==> config.mk <==
export PLATFORM = sky130hd
export DESIGN_NAME = step_clk_gen
export DESIGN_NICKNAME = d
export VERILOG_FILES = /design/src/rtl/step_clk_gen.sv
export SDC_FILE = /design/constraint.sdc
export NUM_CORES = 1
export LEC_CHECK = 0
export CAP_MARGIN = 0
export CELL_PAD_IN_SITES_DETAIL_PLACEMENT = 1
export CELL_PAD_IN_SITES_GLOBAL_PLACEMENT = 1
export CORE_MARGIN = 10
export CORE_UTILIZATION = 45
export CTS_CLUSTER_DIAMETER = 60
export DETAILED_ROUTE_END_ITERATION = 8
export GPL_TIMING_DRIVEN = 0
export HOLD_SLACK_MARGIN = 0.05
export MAX_ROUTING_LAYER = met4
export PLACE_DENSITY_LB_ADDON = 0.1
export REMOVE_ABC_BUFFERS = 1
export SLEW_MARGIN = 30
export SYNTH_ARGS = -nofsm -noshare
export SYNTH_HDL_FRONTEND = slang
export SYNTH_SLANG_ARGS = --single-unit
==> constraint.sdc <==
create_clock -name clk_100MHz -period 2.5 [get_ports clk_100MHz]
set_input_delay 0.75 -clock clk_100MHz [delete_from_list [all_inputs] [get_ports clk_100MHz]]
set_output_delay 0.75 -clock clk_100MHz [all_outputs]
set_load 0.1 [all_outputs]
==> src/rtl/step_clk_gen.sv <==
// rtl/step_clk_gen.sv - single-step / free-run clock-enable generator with debounce and step counter
module step_clk_gen #(
    parameter int SYNC_STAGES  = 2,
    parameter int DEBOUNCE_CYC = 1_000_000,
    parameter int AUTO_DIV     = 50_000_000,
    parameter int CNT_W        = 16
) (
    input  logic             clk_100MHz,
    input  logic             rst,
    input  logic             oclk,
    input  logic             run_mode,
    output logic             step_en,
    output logic             rclk,
    output logic [CNT_W-1:0] step_cnt,
    output logic             btn_busy
);

    localparam int DW = (DEBOUNCE_CYC > 2) ? $clog2(DEBOUNCE_CYC) : 1;
    localparam int VW = $clog2(AUTO_DIV);
    localparam logic [DW-1:0] DEB_LAST = DW'(DEBOUNCE_CYC - 1);
    localparam logic [VW-1:0] DIV_LAST = VW'(AUTO_DIV - 1);
    localparam logic [VW-1:0] DIV_HALF = VW'(AUTO_DIV / 2);

    typedef enum logic [1:0] {
        IDLE         = 2'd0,
        PRESS_WAIT   = 2'd1,
        PRESSED      = 2'd2,
        RELEASE_WAIT = 2'd3
    } state_t;

    state_t              state;
    state_t              state_nxt;
    logic [DW-1:0]       cnt;
    logic [DW-1:0]       cnt_nxt;
    logic [VW-1:0]       div;
    logic [VW-1:0]       div_nxt;
    logic [SYNC_STAGES-1:0] oclk_sync;
    logic [SYNC_STAGES-1:0] mode_sync;
    logic                mode_q;
    logic                oclk_s;
    logic                mode_s;
    logic                mode_chg;
    logic                press_edge;

    assign oclk_s   = oclk_sync[SYNC_STAGES-1];
    assign mode_s   = mode_sync[SYNC_STAGES-1];
    assign mode_chg = mode_s ^ mode_q;

    always_comb begin
        state_nxt  = state;
        cnt_nxt    = cnt;
        press_edge = 1'b0;
        case (state)
            IDLE: begin
                if (oclk_s) begin
                    state_nxt = PRESS_WAIT;
                    cnt_nxt   = '0;
                end
            end
            PRESS_WAIT: begin
                if (!oclk_s) begin
                    state_nxt = IDLE;
                end else if (cnt == DEB_LAST) begin
                    state_nxt  = PRESSED;
                    press_edge = 1'b1;
                end else begin
                    cnt_nxt = cnt + 1'b1;
                end
            end
            PRESSED: begin
                if (!oclk_s) begin
                    state_nxt = RELEASE_WAIT;
                    cnt_nxt   = '0;
                end
            end
            RELEASE_WAIT: begin
                // A high sample here is release bounce: back to PRESSED without a pulse
                if (oclk_s) begin
                    state_nxt = PRESSED;
                end else if (cnt == DEB_LAST) begin
                    state_nxt = IDLE;
                end else begin
                    cnt_nxt = cnt + 1'b1;
                end
            end
            default: state_nxt = IDLE;
        endcase
    end

    always_comb begin
        div_nxt = '0;
        if (!mode_chg && mode_s) begin
            div_nxt = (div == DIV_LAST) ? '0 : div + 1'b1;
        end
    end

    always_ff @(posedge clk_100MHz) begin
        if (rst) begin
            oclk_sync <= '0;
            mode_sync <= '0;
            mode_q    <= 1'b0;
            state     <= IDLE;
            cnt       <= '0;
            div       <= '0;
            step_en   <= 1'b0;
            rclk      <= 1'b0;
            step_cnt  <= '0;
            btn_busy  <= 1'b0;
        end else begin
            oclk_sync <= {oclk_sync[SYNC_STAGES-2:0], oclk};
            mode_sync <= {mode_sync[SYNC_STAGES-2:0], run_mode};
            mode_q    <= mode_s;
            state     <= state_nxt;
            cnt       <= cnt_nxt;
            div       <= div_nxt;
            btn_busy  <= (state_nxt != IDLE);
            if (mode_s) begin
                step_en <= !mode_chg && (div_nxt == DIV_LAST);
                rclk    <= (div_nxt < DIV_HALF);
            end else begin
                step_en <= !mode_chg && press_edge;
                rclk    <= (state_nxt == PRESSED) || (state_nxt == RELEASE_WAIT);
            end
            step_cnt <= step_cnt + CNT_W'(step_en);
        end
    end

endmodule

### After elaboration in Yosys (flattened, before gate mapping)

Cells that the tools add are included.

| word-level totals | value |
|---|---|
| output and inout bits | 19 |
| bits of input ports | 4 |
| bits in registers | 72 |
| logic and storage cells | 55 |

| operators by class | value |
|---|---|
| reduce and logical (&&, ||, !) cells | 8 |
| eq/ne operators | 12 |
| magnitude comparators | 1 |
| bitwise logic cells | 1 |
| muxes and demuxes | 20 |
| add/sub/neg operators | 3 |

Operator list:

| cell | number |
|---|---|
| two-way mux 20 bit | 5 |
| one-hot mux 20 bit (4 select lines) | 1 |
| equality test 26 bit (second input constant) | 2 |
| two-way mux 26 bit | 2 |
| adder 26 x 1 -> 26 bit (second input constant) | 1 |
| less-than comparator 26 x 25 -> 1 bit (second input constant) | 1 |
| adder 20 x 1 -> 20 bit (second input constant) | 1 |
| equality test 20 bit (second input constant) | 1 |
| adder 16 x 1 -> 16 bit | 1 |
| two-way mux 2 bit | 6 |
| equality test 2 bit (second input constant) | 4 |
| inequality test 2 bit (second input constant) | 4 |
| one-hot mux 2 bit (4 select lines) | 1 |
| two-way mux 1 bit | 5 |
| AND reduction 4 bit | 1 |
| logical AND 1 bit | 3 |
| equality test 2 x 1 -> 1 bit (second input constant) | 1 |
| zero test 2 bit | 1 |
| nonzero test 2 bit | 1 |
| zero test 1 bit | 1 |
| logical OR 1 bit | 1 |
| XOR 1 bit | 1 |

### Depth between registers and ports, before layout

| logic depth | value |
|---|---|
| depth in word-level cells | 7 |
| depth in mapped cells | 9 |
| depth with buffers taken out | 8 |

### Worst setup path before layout

OpenSTA, ideal clock, no wires.

| path | value |
|---|---|
| path type | register to register |
| start | register step_cnt[3] |
| end | register step_cnt[15] |
| library setup time | 71 ps |
| required time | 2429 ps |
| buffers on the path | 0 |
| stages on the path, launching flop included | 7 |
| slack | 20 ps |
| arrival time | 2409 ps |
| cell sequence | dfxtp_1 > and4_1 > and3_1 > and4_1 > nand3_1 > or3_1 > a21oi_1 |

| on the way | value |
|---|---|
| longest elaborated chain between the ends | 1 |

RTL lines:

| what | line | text |
|---|---|---|
| from (decl) | 14 | `output logic [CNT_W-1:0] step_cnt,` |
| from (signal assigned) | 124 | `step_cnt <= step_cnt + CNT_W'(step_en);` |
| adder 16 x 1 -> 16 bit | 124 |  |

No other way between the ends.
A chain may end at the register's enable or synchronous reset.

### Worst setup path after layout

| path | value |
|---|---|
| start | register step_cnt[3] |
| end | output port step_cnt[3] |

No word-level cell between the ends.

==> report_table.html <==
<table>
<tr><th>Metric</th><th>Value</th></tr>
<tr><th colspan="2">Floorplan</th></tr>
<tr><td>Area of the placeable core</td><td>7330 sq um</td></tr>
<tr><td>Initial Util</td><td>0.466</td></tr>
<tr><td>I/O pins</td><td>23</td></tr>
<tr><td>Full die area</td><td>11500 sq um</td></tr>
<tr><td>Row count</td><td>31</td></tr>
<tr><td>Chip height</td><td>107 microns</td></tr>
<tr><td>Horizontal die dimension</td><td>107 microns</td></tr>
<tr><th colspan="2">CTS</th></tr>
<tr><td>Num Clock Sinks</td><td>72</td></tr>
<tr><td>Clk Latency, worst-skew pair</td><td>350 ps</td></tr>
<tr><td>Total CTS buffers</td><td>9</td></tr>
<tr><td>Cts-stage hold buffer count</td><td>0</td></tr>
<tr><td>Library cell used as clock root buffer</td><td>clkbuf_8</td></tr>
<tr><td>CTS tree</td><td>yes</td></tr>
<tr><td>H-tree Lvls</td><td>3</td></tr>
<tr><td>Bufs on Longest Clock Path</td><td>2</td></tr>
<tr><td>Clock slew seen by the registers of the worst setup and hold paths</td><td>80 ps</td></tr>
<tr><th colspan="2">Setup path</th></tr>
<tr><td>Worst Setup End Kind</td><td>primary output</td></tr>
<tr><td>Type of the setup path with the least slack</td><td>reg -&gt; out</td></tr>
<tr><td>Endpoint required time on the critical path</td><td>1750 ps</td></tr>
<tr><td>Critical Path Fanout Max</td><td>6</td></tr>
<tr><td>Critical Path Slowest Stage Cell</td><td>clkdlybuf4s15_1</td></tr>
<tr><td>Stage delay of the slowest cell on the critical path</td><td>860 ps</td></tr>
<tr><td>Data arrival time of the worst path</td><td>1670 ps</td></tr>
<tr><td>Count of buffering cells on the critical path with inverters included</td><td>1</td></tr>
<tr><td>Family with the most delay on the worst path</td><td>buffers and inverters</td></tr>
<tr><td>Critical path, cell by cell</td><td>clkdlybuf4s15_1</td></tr>
<tr><td>Startpoint Class</td><td>register</td></tr>
<tr><th colspan="2">Placed design</th></tr>
<tr><td>Placed cell count</td><td>493</td></tr>
<tr><td>Routability cong.</td><td>0.813</td></tr>
<tr><td>Final HPWL from detailed placement</td><td>5590 microns</td></tr>
<tr><td>Count of input and output buffers</td><td>22</td></tr>
<tr><td>Placed inst area</td><td>3680 sq um</td></tr>
<tr><th colspan="2">Logic synthesis</th></tr>
<tr><td>EDFF count, synth</td><td>0</td></tr>
<tr><td>Library cells used by synthesis</td><td>55</td></tr>
<tr><td>Synthesized instance count</td><td>388</td></tr>
<tr><td>Number of warnings reported in the yosys synthesis log</td><td>0</td></tr>
<tr><td>Ys async rst share</td><td>0</td></tr>
<tr><td>Average footprint of a synthesized cell</td><td>8.81 sq um</td></tr>
<tr><td>Primary flip-flop cell chosen by synthesis mapping</td><td>dfxtp_1</td></tr>
<tr><td>Summed instance area of the synthesized netlist</td><td>3420 sq um</td></tr>
<tr><td>Register bit total from synthesis</td><td>72</td></tr>
<tr><td>Sequential-to-total area share from yosys stat</td><td>0.422</td></tr>
<tr><th colspan="2">Timing</th></tr>
<tr><td>Count of pins over their slew limit</td><td>0</td></tr>
<tr><td>Final setup fails</td><td>0</td></tr>
<tr><td>Worst-margin pin slew</td><td>995 ps</td></tr>
<tr><td>Final min period</td><td>2420 ps</td></tr>
<tr><td>Top achievable clock speed</td><td>414 MHz</td></tr>
<tr><td>Worst clock skew</td><td>9.15 ps</td></tr>
<tr><td>Fin crit share</td><td>0.967</td></tr>
<tr><td>Headroom to the max-slew limit</td><td>0.339</td></tr>
<tr><td>Number of hold violations in the final report</td><td>0</td></tr>
<tr><th colspan="2">Power and ir drop</th></tr>
<tr><td>Power after layout</td><td>0.00202 W</td></tr>
<tr><td>Largest vdd supply drop</td><td>0.277 mV</td></tr>
<tr><td>Power Density</td><td>516 nW/um^2</td></tr>
<tr><td>Leak pwr</td><td>1.44 nW</td></tr>
<tr><th colspan="2">GRT</th></tr>
<tr><td>Total grt overflow</td><td>0</td></tr>
<tr><td>First-pass GRT wire length</td><td>13800 microns</td></tr>
<tr><td>Largest net degree at the start of global routing</td><td>30</td></tr>
<tr><td>Initial antenna violation count</td><td>0</td></tr>
<tr><td>Via count of the first global-routing pass</td><td>2894</td></tr>
<tr><td>Overall routing resource usage</td><td>0.150</td></tr>
<tr><th colspan="2">Job</th></tr>
<tr><td>Maxcap violations</td><td>0</td></tr>
<tr><th colspan="2">Detailed routing</th></tr>
<tr><td>DRC marker count from the first detailed-route iteration</td><td>92</td></tr>
<tr><td>Routed Antenna Nets</td><td>0</td></tr>
<tr><td>Routed vias/inst</td><td>5.33</td></tr>
<tr><td>Final routed wirelength across all metal layers</td><td>7900 microns</td></tr>
<tr><td>First drt pass iteration count</td><td>4</td></tr>
<tr><td>DRC violation count after routing</td><td>0</td></tr>
<tr><td>Total via count after detailed routing</td><td>2730</td></tr>
<tr><td>Routed wire per std cell</td><td>15.4 microns</td></tr>
<tr><th colspan="2">Finish</th></tr>
<tr><td>Final non-filler cell total</td><td>512</td></tr>
<tr><td>Number of antenna cells inserted</td><td>0</td></tr>
<tr><td>Area taken by flip-flops and latches</td><td>1450 sq um</td></tr>
<tr><td>Post-layout utilization of the core</td><td>0.533</td></tr>
<tr><td>Proportion of layout cells with a drive suffix above 1</td><td>0.109</td></tr>
<tr><td>Area of the multi-input gates</td><td>1930 sq um</td></tr>
<tr><td>Filler cell count in the final layout</td><td>873</td></tr>
<tr><td># nets final</td><td>417</td></tr>
<tr><td>Final non-filler cell area</td><td>3910 sq um</td></tr>
<tr><td>Area Overhead vs Synth</td><td>14.4%</td></tr>
<tr><th colspan="2">Run status</th></tr>
<tr><td>Outcome</td><td>complete, no violations</td></tr>
<tr><th colspan="2">Min path</th></tr>
<tr><td>Path type of the worst min-delay path</td><td>reg -&gt; reg</td></tr>
</table>
-- power by group --
part	switching, W	internal, W	total, W
Sequential	0.00000316	0.00115	0.00115
Clock	0.000457	0.000363	0.000821
Combinational	0.0000290	0.0000116	0.0000406
-- placed cells by master, fill, tap and decap left out, drive strengths merged, types with 3 or more instances in the layout --
master / count
or2: 3
xnor2: 17
and2: 5
o21ai: 4
clkbuf: 10
nor4b: 5
nand3: 21
a21oi: 7
and3: 8
nor4: 6
ha: 5
nor2: 79
buf: 4
nand2: 32
nor3: 9
nand4: 13
nand2b: 3
xor2: 39
and4: 7
inv: 6
clkinvlp: 3
nor2b: 6
dlygate4sd2: 18
dfxtp: 72
-- area by class of cell --
class,instances,share of cell area
Multi-Input combinational cell,295,0.494
Timing Repair Buffer,25,0.0551
Sequential cell,72,0.370
Inverter,5,0.00480
Tap cell,99,0.0317
Clock inverter,6,0.0115
Clock buffer,10,0.0327
-- cells in the mapped netlist (4+ instances only) --
cell type / number / area [sq um]
a21oi_1: 7 / 35.0
and2_1: 5 / 31.3
and3_1: 8 / 50.1
and4_1: 5 / 43.8
clkbuf_1: 8 / 30.0
dfxtp_1: 72 / 1440
ha_1: 5 / 62.6
inv_1: 5 / 18.8
nand2_1: 32 / 120
nand3_1: 20 / 100
nand4_1: 10 / 62.6
nor2_1: 79 / 297
nor2b_1: 6 / 37.5
nor3_1: 8 / 40.0
nor4_1: 4 / 25.0
nor4b_1: 4 / 35.0
o21ai_0: 4 / 20.0
xnor2_1: 17 / 149
xor2_1: 39 / 342
-- cell families (layout without fill, tap and decap cells) --
logic type                 Yosys count  in the layout  share of synthesized area
muxes                                2              2                    0.00586
adders and majority gates            5              5                     0.0183
xor gates and xnor gates            56             56                      0.144
buffers and inverters               21             46                     0.0275
and+or+nand+nor                    204            204                      0.325
AOI/OAI and AO/OA                   28             28                     0.0582
DFF                                 72             72                      0.422
-- routing by layer --
layer,part of all wire,global-route usage,vias up
met1,0.45,0.169,1331
met3,0.023,0.0359,10
met5,0,-,-
li1,-,-,1360
met2,0.52,0.255,29
met4,0.011,0.0455,0
-- per-stage QoR --
step / setup TNS [ps] / hold slack, ps / worst slack, ps
after floorplan: 0 / 414 / 21.1
after global placement: -13630 / 422 / -391
after detailed placement: -346 / 437 / -198
after CTS: 0 / 463 / 26.2
after global routing: -18.7 / 467 / -14.7
final: 0 / 452 / 83.5
-- final timing paths --
kind	from	to	slack [ps]	depth (start not counted)
worst max-delay path	step_cnt[3]$_SDFF_PP0_	step_cnt[3]	80	1
worst min-delay path	mode_sync[0]$_SDFF_PP0_	mode_sync[1]$_SDFF_PP0_	450	1
worst max register to register	div[4]$_SDFF_PP0_	step_en$_SDFF_PP0_	160	7
worst min register to register	mode_sync[0]$_SDFF_PP0_	mode_sync[1]$_SDFF_PP0_	450	1
-- state kept, by name (all words and copies together), names as in the netlist, 2 cells and up --
register   count
div           26
cnt           20
step_cnt      16
mode_sync      2
oclk_sync      2
state          2
-- repair_timing --
action	in CTS	in global routing
setup endpoints to repair	21	34
buffers inserted	2	1
pin swaps	1	1
resized for setup	24	12
(Power assumes the default switching activity.)
